`config.mk`:
```
export PLATFORM = sky130hd
export DESIGN_NAME = imem_boot_loader
export DESIGN_NICKNAME = d
export VERILOG_FILES = /design/src/rtl/imem_boot_loader.sv
export SDC_FILE = /design/constraint.sdc
export NUM_CORES = 1
export LEC_CHECK = 0
export ABC_AREA = 1
export BUFFER_PORTS_ARGS = -buffer_cell sky130_fd_sc_hd__clkbuf_2
export CORE_MARGIN = 4
export CORE_UTILIZATION = 52
export DETAILED_ROUTE_END_ITERATION = 16
export GPL_TIMING_DRIVEN = 0
export PLACE_DENSITY = 0.76
export SLEW_MARGIN = 10
export SYNTH_ARGS = -nofsm -noshare
export SYNTH_HDL_FRONTEND = slang
export SYNTH_SLANG_ARGS = --single-unit
```
`constraint.sdc`:
```
create_clock -name clk -period 2.9 [get_ports clk]
set_input_delay 0 -clock clk [delete_from_list [all_inputs] [get_ports clk]]
set_output_delay 0 -clock clk [all_outputs]
set_load 0.05 [all_outputs]
```
`src/rtl/imem_boot_loader.sv`:
```
// Boot loader: receives a length-prefixed little-endian byte image, writes it
// word by word into instruction memory, and holds the core in reset until done.
module imem_boot_loader #(
  parameter int unsigned ADDR_W = 8
) (
  input  logic              clk,
  input  logic              rst,
  input  logic              rx_valid,
  input  logic [7:0]        rx_data,
  output logic              rx_ready,
  output logic              imem_we,
  output logic [ADDR_W-1:0] imem_addr,
  output logic [31:0]       imem_wdata,
  output logic              core_rst,
  output logic              load_done,
  output logic              load_err,
  output logic [15:0]       words_loaded
);

  localparam int unsigned CAP_WORDS = 32'(1) << ADDR_W;

  typedef enum logic [2:0] {
    S_LEN_LO,
    S_LEN_HI,
    S_DATA,
    S_DONE,
    S_ERR
  } state_e;

  state_e              state_q, state_d;
  logic [7:0]          len_lo_q, len_lo_d;
  logic [15:0]         len_q, len_d;
  logic [ADDR_W-1:0]   word_idx_q, word_idx_d;
  logic [1:0]          byte_cnt_q, byte_cnt_d;
  logic [23:0]         asm_q, asm_d;
  logic                imem_we_q, imem_we_d;
  logic [ADDR_W-1:0]   imem_addr_q, imem_addr_d;
  logic [31:0]         imem_wdata_q, imem_wdata_d;
  logic                core_rst_q, core_rst_d;
  logic                load_done_q, load_done_d;
  logic                load_err_q, load_err_d;
  logic [15:0]         words_loaded_q, words_loaded_d;

  logic                accept;
  logic [15:0]         len_in;

  assign rx_ready = (state_q == S_LEN_LO) || (state_q == S_LEN_HI) || (state_q == S_DATA);
  assign accept   = rx_valid && rx_ready;
  assign len_in   = {rx_data, len_lo_q};

  always_ff @(posedge clk or posedge rst) begin
    if (rst) begin
      state_q        <= S_LEN_LO;
      len_lo_q       <= '0;
      len_q          <= '0;
      word_idx_q     <= '0;
      byte_cnt_q     <= '0;
      asm_q          <= '0;
      imem_we_q      <= 1'b0;
      imem_addr_q    <= '0;
      imem_wdata_q   <= '0;
      core_rst_q     <= 1'b1;
      load_done_q    <= 1'b0;
      load_err_q     <= 1'b0;
      words_loaded_q <= '0;
    end else begin
      state_q        <= state_d;
      len_lo_q       <= len_lo_d;
      len_q          <= len_d;
      word_idx_q     <= word_idx_d;
      byte_cnt_q     <= byte_cnt_d;
      asm_q          <= asm_d;
      imem_we_q      <= imem_we_d;
      imem_addr_q    <= imem_addr_d;
      imem_wdata_q   <= imem_wdata_d;
      core_rst_q     <= core_rst_d;
      load_done_q    <= load_done_d;
      load_err_q     <= load_err_d;
      words_loaded_q <= words_loaded_d;
    end
  end

  always_comb begin
    state_d        = state_q;
    len_lo_d       = len_lo_q;
    len_d          = len_q;
    word_idx_d     = word_idx_q;
    byte_cnt_d     = byte_cnt_q;
    asm_d          = asm_q;
    imem_we_d      = 1'b0;
    imem_addr_d    = imem_addr_q;
    imem_wdata_d   = imem_wdata_q;
    // Status flags trail the state by one edge so the last write lands first.
    core_rst_d     = (state_q != S_DONE);
    load_done_d    = (state_q == S_DONE);
    load_err_d     = (state_q == S_ERR);
    words_loaded_d = words_loaded_q + 16'(imem_we_q);

    case (state_q)
      S_LEN_LO: begin
        if (accept) begin
          len_lo_d = rx_data;
          state_d  = S_LEN_HI;
        end
      end
      S_LEN_HI: begin
        if (accept) begin
          len_d = len_in;
          if (len_in == 16'd0) begin
            state_d = S_DONE;
          end else if (32'(len_in) > CAP_WORDS) begin
            state_d = S_ERR;
          end else begin
            word_idx_d = '0;
            byte_cnt_d = '0;
            state_d    = S_DATA;
          end
        end
      end
      S_DATA: begin
        if (accept) begin
          byte_cnt_d = byte_cnt_q + 2'd1;
          case (byte_cnt_q)
            2'd0: asm_d[7:0]   = rx_data;
            2'd1: asm_d[15:8]  = rx_data;
            2'd2: asm_d[23:16] = rx_data;
            default: begin
              imem_wdata_d = {rx_data, asm_q};
              imem_addr_d  = word_idx_q;
              imem_we_d    = 1'b1;
              word_idx_d   = word_idx_q + ADDR_W'(1);
              if (16'(word_idx_q) == (len_q - 16'd1)) begin
                state_d = S_DONE;
              end
            end
          endcase
        end
      end
      default: ;
    endcase
  end

  assign imem_we      = imem_we_q;
  assign imem_addr    = imem_addr_q;
  assign imem_wdata   = imem_wdata_q;
  assign core_rst     = core_rst_q;
  assign load_done    = load_done_q;
  assign load_err     = load_err_q;
  assign words_loaded = words_loaded_q;

endmodule

```
==> results of run 1 <==
==> worst max-delay path by stage <==
stage	start	endpoint	slack [ps]	depth (start not counted)
floorplan	words_loaded[0]$_DFF_PP0_	words_loaded[14]$_DFF_PP0_	790	8
global placement	rst	state_q[1]$_DFFE_PP0P_	730	2
detailed placement	len_q[0]$_DFFE_PP0P_	state_q[1]$_DFFE_PP0P_	950	14
CTS	len_q[0]$_DFFE_PP0P_	state_q[1]$_DFFE_PP0P_	930	14
global route	len_q[0]$_DFFE_PP0P_	state_q[0]$_DFFE_PP0P_	730	14
finish	len_q[0]$_DFFE_PP0P_	state_q[1]$_DFFE_PP0P_	920	14
==> flip-flops by register name, summed over array words and instances, names as in the netlist, 3 cells and up <==
signal and flops:
asm_q 24, imem_addr 8, imem_wdata 32, state_q 3, words_loaded 16, len_q 16
len_lo_q 8, word_idx_q 8
==> per-layer routing <==
layer / global-route usage (%) / routed length (µm)
met5: 0 / 0
met4: 8.103 / 185
met3: 4.485 / 733
met2: 37.39 / 6090
met1: 32.03 / 5768
==> power groups by stage <==
| stage | sequential (mW) | combinational, mW | clock [mW] |
|---|---|---|---|
| after floorplan | 1.72 | 0.0338 | 0 |
| after CTS | 1.69 | 0.0841 | 2.11 |
| after global routing | 1.69 | 0.0924 | 2.19 |
| final | 1.69 | 0.0822 | 2.09 |
| after detailed placement | 1.72 | 0.0733 | 0 |
| after global placement | 1.72 | 0.0618 | 0 |
==> final cells by class <==
cell class / instances / area, µm² / area share [%]
clock buffers: 18 / 417.9 / 6.249
multi-input cells: 438 / 2112 / 31.58
well taps: 133 / 166.4 / 2.488
repair buffers: 84 / 515.5 / 7.708
flip-flops and latches: 121 / 3029 / 45.29
clock inverters: 14 / 171.4 / 2.563
plain buffers: 19 / 80.08 / 1.197
inverters: 51 / 195.2 / 2.919
==> cell usage in the layout (no fill, tap or decap), drive strengths merged, types with 5 or more instances in the layout <==
cell type    synthesis  final
nor2                38     38
clkinv               0      6
dfrtp              120    120
o21ai               72     72
nand4                8      8
ha                   8      8
dlygate4sd3          0     10
xor2                14     14
clkbuf              14    103
nand2              240    240
xnor2               11     11
nor3                 5      5
nand3               30     30
buf                  5      8
inv                 51     52
==> kinds of logic after synthesis <==
logic type / count (synthesis) / synth area share (%)
fa+ha+maj: 8 / 1.849
xor+xnor: 25 / 4.045
flops: 121 / 55.96
buf+inv: 70 / 5.016
compound gates: 76 / 7.120
simple gates: 329 / 26.01
==> critical path, stage by stage (launching register included) <==
cell                      delay [ps]
sky130_fd_sc_hd__dfrtp_1         420
sky130_fd_sc_hd__inv_2           120
sky130_fd_sc_hd__ha_1            300
sky130_fd_sc_hd__nand2_2         130
sky130_fd_sc_hd__nor2_4          190
sky130_fd_sc_hd__nand2_1          70
sky130_fd_sc_hd__nand2_1          70
sky130_fd_sc_hd__nand2_1          60
sky130_fd_sc_hd__nor2_2           70
sky130_fd_sc_hd__nand2_1          60
sky130_fd_sc_hd__nor2_2          110
sky130_fd_sc_hd__nand2_2         100
sky130_fd_sc_hd__nand2_2         100
sky130_fd_sc_hd__nand2_1          60
sky130_fd_sc_hd__nand2_1          50
==> impl_table.tex, run 1 <==
\begin{tabular}{lr}
\hline
Metric & Value \\
\hline
\multicolumn{2}{l}{\textbf{Route}} \\
Average wire per cell in the routed design & 14.55 µm \\
Vias per std cell & 5.194 \\
Count of vias placed by the detailed router & 4560 \\
Pre-Repair DR Iteration Count & 5 \\
Wire length reported by the detailed router & 12.78 mm \\
Number of DRC violations after detailed routing & 0 \\
Final ANT Viol Nets & 0 \\
Starting DRT DRC Count & 361 \\
\multicolumn{2}{l}{\textbf{Worst setup path}} \\
Internal reg-to-reg setup slack & 920 ps \\
Source of the worst register-to-register timing path & len\_q[0]\$\_DFFE\_PP0P\_ \\
Crit Path Class & reg -> reg \\
Endpoint of the lowest-slack register-to-register path & state\_q[1]\$\_DFFE\_PP0P\_ \\
Data arrival time of the critical path & 2430 ps \\
Startpoint types & flip-flop \\
Type of element capturing the critical path & flip-flop \\
Highest fanout seen on the critical path & 7 \\
Data required, critical path & 3350 ps \\
R2r worst-path depth & 14 \\
\multicolumn{2}{l}{\textbf{Final layout}} \\
Post-layout net count & 751 \\
Post-route cell area & 0.006688 mm² \\
Number of antenna diodes & 0 \\
Layout cells sized above 1 & 19.33\% \\
Layout Area Growth over Synthesis & 23.56\% \\
Share of the core filled with cells in the final layout & 67.18\% \\
Final instance count without filler cells & 878 \\
Fill cells & 767 \\
\multicolumn{2}{l}{\textbf{Clock network}} \\
Longest Clk Path Bufs & 2 \\
Clock Sink Count & 121 \\
Latest clock arrival within the worst-skew pair & 520 ps \\
PostCTS Resize Cnt & 0 \\
Inserted Clock Buffers & 17 \\
Root Buffer Master & sky130\_fd\_sc\_hd\_\_clkbuf\_8 \\
Clock input transition at the sequential cells of the worst setup and hold paths & 60 ps \\
Post-CTS setup buffers & 0 \\
H-tree levels & 4 \\
Clock tree from TritonCTS & done \\
Hold bufs inserted after CTS & 10 \\
\multicolumn{2}{l}{\textbf{Synth}} \\
Leading cell type by number of instances after synthesis & sky130\_fd\_sc\_hd\_\_nand2\_1 \\
Top cells by instance count after synthesis & 233 x sky130\_fd\_sc\_hd\_\_nand2\_1, 120 x sky130\_fd\_sc\_hd\_\_dfrtp\_1, 52 x sky130\_fd\_sc\_hd\_\_o21ai\_0 \\
Cell type with the largest total area after synthesis & sky130\_fd\_sc\_hd\_\_dfrtp\_1 \\
Unique masters post-synth & 31 \\
Synth Warn \# & 0 \\
Post-synthesis sequential area ratio & 55.96\% \\
Instance count of the mapped netlist & 629 \\
Primary FF master, synth & sky130\_fd\_sc\_hd\_\_dfrtp\_1 \\
Post-Synthesis Mean Instance Area & 8.605 µm² \\
Cell types occupying the most area after synthesis & sky130\_fd\_sc\_hd\_\_dfrtp\_1 55\%, sky130\_fd\_sc\_hd\_\_nand2\_1 16\%, sky130\_fd\_sc\_hd\_\_o21ai\_0 4.8\%, sky130\_fd\_sc\_hd\_\_inv\_1 2.7\%, sky130\_fd\_sc\_hd\_\_nand3\_1 2.7\% \\
Synthesized net count & 648 \\
Proportion of register bits with asynchronous set or reset after synthesis & 100.0\% \\
Number of synthesized flops with an enable pin & 0 \\
Fraction of post-synthesis cell area in the top cell type by area & 55.48\% \\
Netlist Area Pre-Place & 0.005413 mm² \\
Post-synthesis register bit count & 121 \\
\multicolumn{2}{l}{\textbf{STA}} \\
Transition at the pin with the smallest max-transition slack & 565.4 ps \\
Max Clock Skew & 9.934 ps \\
Shortest clock period the worst path allows after layout & 1981 ps \\
Setup-failing EPs final & 0 \\
Slew Limit Headroom & 62.23\% \\
Worst Hold Slack & 78.80 ps \\
Final hold violation count & 0 \\
Worst Setup Slack, final & 918.9 ps \\
Total Neg Setup Slack & 0 ps \\
Period Utilization, post-route & 68.31\% \\
Max Clock Freq & 0.5048 GHz \\
Setup repair after global routing missed its margin & no \\
Final number of max-transition violations & 0 \\
\multicolumn{2}{l}{\textbf{Placed design}} \\
Worst-case setup slack after placement & 948.3 ps \\
Detailed placement HPWL & 8.896 mm \\
Final weighted congestion in routability-driven placement & 0.8571 \\
Number of placed instances, taps included & 836 \\
Total cell area at the placement stage & 0.005998 mm² \\
PortBufs & 71 \\
\multicolumn{2}{l}{\textbf{Run status}} \\
Status & finished clean \\
\multicolumn{2}{l}{\textbf{GRT}} \\
Remaining Overflow, GRT & 0 \\
Largest net degree at the start of global routing & 39 \\
Number of antenna violations at the first check in global routing & 0 \\
Global router's overall resource usage & 23.35\% \\
Via count of the first global-routing pass & 4519 \\
Wire length of the first global-routing pass & 21.71 mm \\
\multicolumn{2}{l}{\textbf{Floorplanning}} \\
Die H & 110.0 µm \\
Total Die Area & 0.01211 mm² \\
Core ar. & 0.009955 mm² \\
Initial core utilization & 54.37\% \\
Die width & 110.0 µm \\
\# IOs & 72 \\
Number of placement rows & 36 \\
\multicolumn{2}{l}{\textbf{Pwr}} \\
Overall power & 3.858 mW \\
Worst-case vdd ir drop & 369.5 µV \\
Net switching power of the design & 0.8335 mW \\
Static Leakage & 3.506 nW \\
Sequential fraction of design power & 43.8\% \\
Relative contribution of combinational cells to total power & 2.1\% \\
Pint & 3.024 mW \\
Ratio of total power to cell area & 576.8 mW/mm² \\
Sw frac & 21.61\% \\
Power share of the clock group & 54.1\% \\
\multicolumn{2}{l}{\textbf{Min path}} \\
Kind of path behind the tightest hold check & in -> async \\
\multicolumn{2}{l}{\textbf{Run}} \\
Max-cap violations & 0 \\
\hline
\end{tabular}
Note: power is estimated with default switching activity, not from simulation.
==> run 2: changes to the inputs <==
clock period = 1.6 ns   (was 2.9 ns; I/O delays follow)
==> impl_table.tex, run 2 (synthesized netlist as in run 1, its figures left out) <==
\begin{tabular}{lr}
\hline
Metric & Value \\
\hline
\multicolumn{2}{l}{\textbf{Worst setup path}} \\
Cell with the biggest individual delay on the critical path & sky130\_fd\_sc\_hd\_\_dfrtp\_1 \\
Most used cell, CP & sky130\_fd\_sc\_hd\_\_nand2\_1 \\
Buf/Inv on CP & 2 \\
Highest fanout seen on the critical path & 6 \\
R2r worst-path depth & 12 \\
Critical path depth in cells & 12 \\
Data required, critical path & 2000 ps \\
Cell-by-cell trace of the critical path & inv\_2 > ha\_4 > nand2\_4 > nor2\_4 > buf\_6 > o21ai\_1 > nor2\_1 > nand2\_1 > nor2\_2 > nand2\_2 > nand3\_1 > nand2\_1 \\
CP max stage delay & 430 ps \\
Startpoint types & flip-flop \\
Data arrival time of the critical path & 2190 ps \\
Category of cells accounting for the largest share of critical-path delay & simple AND/OR/NAND/NOR gates \\
Crit Path Class & reg -> reg \\
Type of element capturing the critical path & flip-flop \\
\multicolumn{2}{l}{\textbf{Floorplanning}} \\
Die H & 110.0 µm \\
Number of placement rows & 36 \\
\# IOs & 72 \\
Initial core utilization & 54.37\% \\
Core ar. & 0.009955 mm² \\
Total Die Area & 0.01211 mm² \\
Die width & 110.0 µm \\
\multicolumn{2}{l}{\textbf{Route}} \\
Vias per std cell & 5.287 \\
Wire length reported by the detailed router & 14.27 mm \\
Average wire per cell in the routed design & 15.79 µm \\
Count of vias placed by the detailed router & 4779 \\
Final ANT Viol Nets & 0 \\
Starting DRT DRC Count & 405 \\
Number of DRC violations after detailed routing & 0 \\
Pre-Repair DR Iteration Count & 5 \\
\multicolumn{2}{l}{\textbf{Clock network}} \\
Clock input transition at the sequential cells of the worst setup and hold paths & 60 ps \\
Root Buffer Master & sky130\_fd\_sc\_hd\_\_clkbuf\_8 \\
Clock tree from TritonCTS & done \\
Clock Sink Count & 121 \\
Longest Clk Path Bufs & 2 \\
Inserted Clock Buffers & 17 \\
Latest clock arrival within the worst-skew pair & 510 ps \\
H-tree levels & 4 \\
\multicolumn{2}{l}{\textbf{STA}} \\
Final number of max-transition violations & 0 \\
Period Utilization, post-route & 112.1\% \\
Slew Limit Headroom & 72.82\% \\
Max Clock Skew & 7.204 ps \\
Final hold violation count & 0 \\
Total Neg Setup Slack & -1784 ps \\
Transition at the pin with the smallest max-transition slack & 406.8 ps \\
Max Clock Freq & 0.5578 GHz \\
Shortest clock period the worst path allows after layout & 1793 ps \\
Setup-failing EPs final & 11 \\
Setup repair after global routing missed its margin & yes \\
Worst Hold Slack & 21.65 ps \\
Worst Setup Slack, final & -192.8 ps \\
\multicolumn{2}{l}{\textbf{Final layout}} \\
Post-layout net count & 777 \\
Most used cells in the layout excluding fill and tap cells & 221 x sky130\_fd\_sc\_hd\_\_nand2\_1, 109 x sky130\_fd\_sc\_hd\_\_dfrtp\_1, 74 x sky130\_fd\_sc\_hd\_\_clkbuf\_2, 47 x sky130\_fd\_sc\_hd\_\_o21ai\_0, 34 x sky130\_fd\_sc\_hd\_\_inv\_1 \\
Layout cells sized above 1 & 30.22\% \\
Layout Area Growth over Synthesis & 33.52\% \\
Most frequent standard cell in the layout excluding fill and tap cells & sky130\_fd\_sc\_hd\_\_nand2\_1 \\
Final instance count without filler cells & 904 \\
Number of flip-flops in the largest register & 32 \\
Number of antenna diodes & 0 \\
Post-route cell area & 0.007227 mm² \\
\multicolumn{2}{l}{\textbf{GRT}} \\
Global router's overall resource usage & 24.74\% \\
Via count of the first global-routing pass & 4872 \\
Remaining Overflow, GRT & 0 \\
Wire length of the first global-routing pass & 23.14 mm \\
Number of antenna violations at the first check in global routing & 0 \\
Largest net degree at the start of global routing & 40 \\
\multicolumn{2}{l}{\textbf{Pwr}} \\
Worst-case vdd ir drop & 716.7 µV \\
Ratio of total power to cell area & 931.3 mW/mm² \\
Static Leakage & 3.780 nW \\
\multicolumn{2}{l}{\textbf{Placed design}} \\
Final weighted congestion in routability-driven placement & 0.8805 \\
Total cell area at the placement stage & 0.006056 mm² \\
Detailed placement HPWL & 9.130 mm \\
PortBufs & 71 \\
Number of placed instances, taps included & 836 \\
Worst-case setup slack after placement & -256.6 ps \\
\multicolumn{2}{l}{\textbf{Run}} \\
Max-cap violations & 0 \\
\multicolumn{2}{l}{\textbf{Run status}} \\
Status & complete, but fails checks \\
Failing checks & negative setup slack \\
\multicolumn{2}{l}{\textbf{Min path}} \\
Kind of path behind the tightest hold check & in -> async \\
\hline
\end{tabular}
==> run 2: path summary, 6_finish.rpt <==
path | startpoint | end | slack, ps
worst max-delay path | len_q[1]$_DFFE_PP0P_ | state_q[0]$_DFFE_PP0P_ | -190
worst min-delay path | rst | word_idx_q[7]$_DFFE_PP0P_ | 20
worst max register to register | len_q[1]$_DFFE_PP0P_ | state_q[0]$_DFFE_PP0P_ | -190
worst min register to register | asm_q[14]$_DFFE_PP0P_ | imem_wdata[14]$_DFFE_PP0P_ | 470
max in group asynchronous | rst | core_rst$_DFF_PP1_ | 770
min in group clk | rx_data[4] | asm_q[12]$_DFFE_PP0P_ | 380
==> run 2: layout make-up <==
type	instances	area (µm²)
plain buffers	14	90.09
flip-flops and latches	121	3043
multi-input cells	440	2397
well taps	133	166.4
repair buffers	113	780.7
inverters	51	197.7
clock inverters	13	120.1
fillers	683	2728
clock buffers	19	431.7
==> run 2: worst register-to-register path, delay by kind of cell, from the launching register on <==
family / cells / cell delay [ps]
AO/OA/AOI/OAI: 1 / 50
adder cells (fa/ha/maj): 1 / 170
buffers and inverters: 2 / 210
flip-flops: 1 / 430
AND/OR/NAND/NOR: 8 / 830
==> run 2: per-layer routing <==
metal | routed length (µm) | share of wire, % | GRT usage [%] | up-vias
met4 | 217 | 1.5 | 7.925 | 0
met1 | 6129 | 43 | 32.47 | 2295
met3 | 930 | 6.5 | 4.892 | 29
li1 | - | - | - | 2270
met2 | 6994 | 49 | 41.46 | 185
met5 | 0 | 0 | 0 | -
==> run 2: power by group <==
group          total (mW)  leakage [nW]  internal [mW]  switching, mW
Sequential           3.06          1.66           3.06              0
Combinational       0.146          1.86         0.0431          0.103
Clock                3.52         0.265           2.11           1.41
Total                6.73          3.78           5.21           1.52
==> run 2: what timing repair did <==
| action | 4_1_cts | 5_1_grt |
|---|---|---|
| hold endpoints to repair | 95 | 0 |
| setup endpoints to repair | 71 | 94 |
| pin swaps | 14 | 16 |
| hold buffers | 10 | 0 |
| cloned | 1 | 2 |
| resized for setup | 41 | 66 |
| setup buffers | 16 | 13 |
==> run 2: metrics by stage <==
| step | power, mW | util (%) |
|---|---|---|
| floorplan | 3.178 | - |
| global placement | 3.225 | 60.23 |
| detailed placement | 3.244 | 60.83 |
| CTS | 6.747 | 69.98 |
| global route | 6.931 | 72.60 |
| finish | 6.730 | 72.60 |
